==> config.mk <==
export PLATFORM = sky130hd
export DESIGN_NAME = barrel_shift_pipe
export DESIGN_NICKNAME = d
export VERILOG_FILES = /design/src/rtl/barrel_shift_pipe.sv
export SDC_FILE = /design/constraint.sdc
export NUM_CORES = 1
export LEC_CHECK = 0
export ABC_AREA = 1
export ABC_CLOCK_PERIOD_IN_PS = 1420
export BUFFER_PORTS_ARGS = -buffer_cell sky130_fd_sc_hd__buf_2
export CAP_MARGIN = 40
export CORE_AREA = 2 2 129 131
export DETAILED_ROUTE_END_ITERATION = 12
export DIE_AREA = 0 0 131 133
export PLACE_DENSITY = 0.75
export SETUP_SLACK_MARGIN = 0.15
export SLEW_MARGIN = 5
export SYNTH_ARGS = -nofsm -noshare
export SYNTH_HDL_FRONTEND = slang
export SYNTH_SLANG_ARGS = --single-unit
==> constraint.sdc <==
create_clock -name clock -period 1.42 [get_ports clock]
set_input_delay 0.142 -clock clock [delete_from_list [all_inputs] [get_ports clock]]
set_output_delay 0.142 -clock clock [all_outputs]
set_load 0.01 [all_outputs]
==> src/rtl/barrel_shift_pipe.sv <==
// barrel_shift_pipe -- pipelined WIDTH-bit barrel shifter with valid/ready flow.
//
// Shifts data_operandA by ctrl_shiftamt (0..WIDTH-1). Shift level k moves the
// word by 2^k when ctrl_shiftamt[k] is set; levels run in ascending k and are
// grouped REG_EVERY per pipeline stage, giving L = ceil(log2(WIDTH)/REG_EVERY)
// stages. Each stage register holds the partial data, the shift amount, the
// mode, the original operand MSB (SRA fill) and a valid bit.
//
// Modes (ctrl_mode): 00 SLL, 01 SRL, 10 SRA, 11 ROR.
// Build option: define SHIFT_ROTATE_EN to enable rotate-right for mode 11;
// without it mode 11 behaves as SRL and the wrap-around muxing is not built.
//
// Ports:
//   clock, reset              clock; synchronous active-high reset
//   in_valid / in_ready       operation handshake (in_ready is combinational
//                             from out_ready and the stage valid bits only)
//   data_operandA             operand
//   ctrl_shiftamt             shift amount, log2(WIDTH) bits
//   ctrl_mode                 shift mode
//   out_valid / out_ready     result handshake
//   out_data, out_zero        result and result==0, straight from the last
//                             stage register

// Combinational shift levels [LO, HI) of one pipeline stage.
module barrel_shift_stage #(
  parameter int WIDTH = 32,
  parameter int N     = 5,
  parameter int LO    = 0,
  parameter int HI    = 2
) (
  input  logic [WIDTH-1:0] din,
  input  logic [N-1:0]     amt,
  input  logic [1:0]       mode,
  input  logic             msb,
  output logic [WIDTH-1:0] dout
);
  always_comb begin
    dout = din;
    for (int k = 0; k < N; k++) begin
      if (k >= LO && k < HI && amt[k]) begin
        case (mode)
          2'b00: dout = dout << (2**k);
          // Fill with the original operand MSB, carried alongside the data,
          // so partial results never need to be re-inspected for sign.
          2'b10: dout = (dout >> (2**k)) | ({WIDTH{msb}} << (WIDTH - 2**k));
`ifdef SHIFT_ROTATE_EN
          2'b11: dout = (dout >> (2**k)) | (dout << (WIDTH - 2**k));
`endif
          default: dout = dout >> (2**k);
        endcase
      end
    end
  end
endmodule

module barrel_shift_pipe #(
  parameter int WIDTH     = 32,
  parameter int REG_EVERY = 2,
  localparam int N        = $clog2(WIDTH)
) (
  input  logic             clock,
  input  logic             reset,
  input  logic             in_valid,
  output logic             in_ready,
  input  logic [WIDTH-1:0] data_operandA,
  input  logic [N-1:0]     ctrl_shiftamt,
  input  logic [1:0]       ctrl_mode,
  output logic             out_valid,
  input  logic             out_ready,
  output logic [WIDTH-1:0] out_data,
  output logic             out_zero
);
  localparam int L  = (N + REG_EVERY - 1) / REG_EVERY;
  // Side-band registers only exist between stages; the last stage needs data only.
  localparam int ML = (L > 1) ? L - 1 : 1;

  logic [L-1:0][WIDTH-1:0] data_q, st_din, st_dout;
  logic [L-1:0]            vld_pipe, adv, st_vin, st_msb;
  logic [L-1:0][N-1:0]     st_amt;
  logic [L-1:0][1:0]       st_mode;
  logic [ML-1:0][N-1:0]    amt_q;
  logic [ML-1:0][1:0]      mode_q;
  logic [ML-1:0]           msb_q;
  logic                    zero_q;

  // A stage may load when it is empty or everything after it can move.
  // Walking from the output back lets any bubble absorb upstream data.
  always_comb begin
    logic run;
    adv = '0;
    run = out_ready;
    for (int s = L - 1; s >= 0; s--) begin
      run    = run || !vld_pipe[s];
      adv[s] = run;
    end
  end

  assign in_ready = adv[0];

  // Stage inputs: ports for stage 0, previous stage register otherwise.
  always_comb begin
    st_din  = '0;
    st_amt  = '0;
    st_mode = '0;
    st_msb  = '0;
    st_vin  = '0;
    st_din[0]  = data_operandA;
    st_amt[0]  = ctrl_shiftamt;
    st_mode[0] = ctrl_mode;
    st_msb[0]  = data_operandA[WIDTH-1];
    st_vin[0]  = in_valid;
    for (int s = 1; s < L; s++) begin
      st_din[s]  = data_q[s-1];
      st_amt[s]  = amt_q[s-1];
      st_mode[s] = mode_q[s-1];
      st_msb[s]  = msb_q[s-1];
      st_vin[s]  = vld_pipe[s-1];
    end
  end

  for (genvar s = 0; s < L; s++) begin : g_stage
    localparam int LO = s * REG_EVERY;
    localparam int HI = ((s + 1) * REG_EVERY > N) ? N : (s + 1) * REG_EVERY;
    barrel_shift_stage #(.WIDTH(WIDTH), .N(N), .LO(LO), .HI(HI)) u_stage (
      .din (st_din[s]),
      .amt (st_amt[s]),
      .mode(st_mode[s]),
      .msb (st_msb[s]),
      .dout(st_dout[s])
    );
  end

  always_ff @(posedge clock) begin
    if (reset) begin
      vld_pipe <= '0;
      data_q   <= '0;
      amt_q    <= '0;
      mode_q   <= '0;
      msb_q    <= '0;
      zero_q   <= 1'b1;
    end else begin
      for (int s = 0; s < L; s++) begin
        if (adv[s]) begin
          vld_pipe[s] <= st_vin[s];
          // Payload only moves with a valid op; bubbles leave it untouched.
          if (st_vin[s]) data_q[s] <= st_dout[s];
        end
      end
      for (int s = 0; s < L - 1; s++) begin
        if (adv[s] && st_vin[s]) begin
          amt_q[s]  <= st_amt[s];
          mode_q[s] <= st_mode[s];
          msb_q[s]  <= st_msb[s];
        end
      end
      // Registered zero flag keeps out_zero free of combinational logic.
      if (adv[L-1] && st_vin[L-1]) zero_q <= (st_dout[L-1] == '0);
    end
  end

  assign out_valid = vld_pipe[L-1];
  assign out_data  = data_q[L-1];
  assign out_zero  = zero_q;
endmodule

==> results.yml <==
pwr:
  powerDensity_nw_per_um2: 929
  power.leakage_nw: 4.35
  seq_power_share: 0.385
  p_int_w: 0.00608
  power_frac_comb: 0.315
  vdd_drop_max_mv: 0.697
  power_switching_w: 0.00308
  switching_share: 0.336
  clkPwrFrac: 0.300
route:
  drtAntennaViolNets: 0
  drt_iter0_markers: 1166
  via_per_inst: 5.81
  drc: 0
  vias: 8740
  drtPass1Iterations: 6
  wirelength_um: 26000
  wl_per_cell_um: 17.3
hold_path:
  min_path_cells: 3
  hold-path-endpoint: "amt_q[4]"
  hold_start: "ctrl_shiftamt[4]"
  holdCritPathClass: "in -> reg"
sta:
  fmax_mhz: 653
  whs_ps: 10.8
  fin_skew_ps: 8.83
  setup_slack_ps: -112
  max_slew_margin: 0.697
  setup_violations: 37
  period_minus_slack_ps: 1530
  rsz0062_at_grt: "true"
  finalMaxSlewViolations: 0
  fin_crit_sh: 1.08
  worst_slew_pin_slew_ps: 450
  hold_violations: 0
grt:
  grtUsageMet2: 0.447
  grt.total_usage: 0.270
  overflow: 0
  grt_max_degree: 97
  grt_pass1_vias: 7782
  use_met1: 0.333
  grtUsageMet3: 0.0489
  antenna_found_initial: 0
  grt.busiest_layer: "met2"
  grt_pass1_wl_um: 37900
place:
  hpwl_um: 14900
  place_area_um2: 7990
  portBuffers: 77
  dpl_worst_slack_ps: -112
  dp.cells: 1443
  place.gp.congestion: 0.972
layout:
  area.growth.synth_to_final_pct: 38.5
  nNetsFinal: 1323
  utilization: 0.610
  postLayoutCellArea_um2: 9860
  ff_latch_area_um2: 2220
  fin_cells: 1505
  drive_gt1_frac: 0.343
  antenna_cells: 0
  fillers: 1345
  multi_input_area_um2: 4750
floorplan:
  start_util: 0.440
  die_h_um: 133
  io_pins: 78
  design.die.area_um2: 17400
  rows: 47
  die_w_um: 131
  core_area_um2: 16200
critical_path:
  cp.arrival_ps: 1840
  regToRegEndpoint: "data_q[46]"
  worstSetupPathType: "reg -> reg"
  end_kind: "flop"
  r2r_cells: 10
  reg2reg_from: "mode_q[0]"
  r2r_setup_slack_ps: -110
  critPathLaunchType: "flop"
  critPathRequiredTime_ps: 1730
  cp_max_fo: 8
clocking:
  clk_latency_ps: 370
  hold_buffers: 0
  h-tree-depth: 3
  clockBufferDepth: 2
  clock_sinks: 110
  cts_buffers: 9
  clk_pin_slew_ps: 80
  cts_root_buf: "clkbuf_16"
  cts_tree: "yes"
synthesis:
  synth_edf_count: 0
  synthesis.area_um2: 7120
  synth_cell_types: 32
  async_flop_share: 0
  seq_area_frac_synth: 0.309
  syn_inst: 1169
  synth.yosys.warnings: 0
  synth_top_family_by_area: "simple AND/OR/NAND/NOR gates"
  avgSynthCellArea_um2: 6.09
  synth_mux_area_frac: 0
  synthXorXnorAreaFrac: 0
  yosys.area_share.adder: 0
  synth_compound_area_frac: 0.264
  synthTopCellsByArea: "dfxtp_1, nand2_1, o21ai_0, nor2_1, a21oi_1"
  ys_top_cells_by_count: "nand2_1, nor2_1, o21ai_0"
  ys.flop_type: "dfxtp_1"
  synth-simple-area-share: 0.300
  synth_top_area_frac: 0.309
  syn_nets: 1212
  synth_top_area_cell: "dfxtp_1"
  yosys_register_bits: 110
  yosysMostFrequentCell: "nand2_1"
outcome:
  violations: "negative setup slack"
  status: "finished with violations"
flow_run:
  drv_cap: 0
## power groups by stage
stage | clock [W] | sequential (W) | combinational [W]
3_5_place_dp | 0 | 0.00354 | 0.00205
6_report | 0.00275 | 0.00353 | 0.00288
2_1_floorplan | 0 | 0.00348 | 0.00144
3_3_place_gp | 0 | 0.00353 | 0.00203
5_1_grt | 0.00290 | 0.00355 | 0.00309
4_1_cts | 0.00275 | 0.00348 | 0.00244
## worst max-delay path: stages, from the launching register on
cell     delay [ps]
dfxtp_4         400
nor2_8          230
buf_8           180
buf_6           100
nor2_2           30
o22ai_2         150
buf_6           150
nand2_1          50
nand2_1          60
nor2_1           40
nor2_1           80
## worst max path at each step
| stage | startpoint | to | cells past startpoint |
|---|---|---|---|
| after CTS | mode_q[3] | out_zero | 11 |
| after detailed placement | amt_q[9] | out_zero | 9 |
| after global routing | mode_q[0] | data_q[48] | 9 |
| final | mode_q[0] | data_q[46] | 10 |
| after global placement | amt_q[9] | out_zero | 9 |
| after floorplan | vld_pipe[2] | data_q[6] | 7 |
## cell type report
| type | count | area share |
|---|---|---|
| multi-input combinational | 872 | 0.482 |
| sequential | 110 | 0.225 |
| timing repair buffer | 207 | 0.201 |
| inverter | 79 | 0.0311 |
| tap | 220 | 0.0279 |
| clock buffer | 12 | 0.0240 |
| clock inverter | 4 | 0.00787 |
| timing repair inverter | 1 | 0.000381 |
## state kept, by name (all words and copies together) (netlist names)
signal	cells
data_q	64
msb_q	2
out_zero	1
amt_q	4
vld_pipe	3
mode_q	4
out_data	32
## cells by family after synthesis
family,Yosys count
flip-flops,110
buffers and inverters,188
AND/OR/NAND/NOR,515
AO/OA/AOI/OAI,356
## metal layers
layer,up-vias,routed length (µm)
li1,4069,-
met1,3950,9930
met2,544,12100
met3,177,2280
met4,0,1740
met5,-,0
## through the flow
stage               total power, W  setup TNS, ps
finish                     0.00916          -2390
global route               0.00954          -5170
CTS                        0.00868          -70.4
detailed placement         0.00559           -275
global placement           0.00557           -128
floorplan                  0.00492              0
## placed cells by master (no fill, tap or decap), types with 12 or more instances in the layout
master,count
a21oi_2,24
clkbuf_16,13
nand2_1,206
o21ai_0,90
inv_2,12
buf_4,65
inv_1,65
buf_2,76
a21oi_1,68
nor2_2,28
nor2_1,155
nand3_1,51
buf_12,16
buf_6,32
nand2_2,22
dfxtp_1,102
o21ai_1,70
nand3_2,12
o21ai_2,61
## repair_timing
item / 4_1_cts / 5_1_grt
resized for setup: 167 / 132
setup endpoints to repair: 79 / 100
setup buffers: 19 / 9
gates cloned: 12 / 6
pin swaps: 71 / 62
Note: power is estimated with default switching activity, not from simulation.
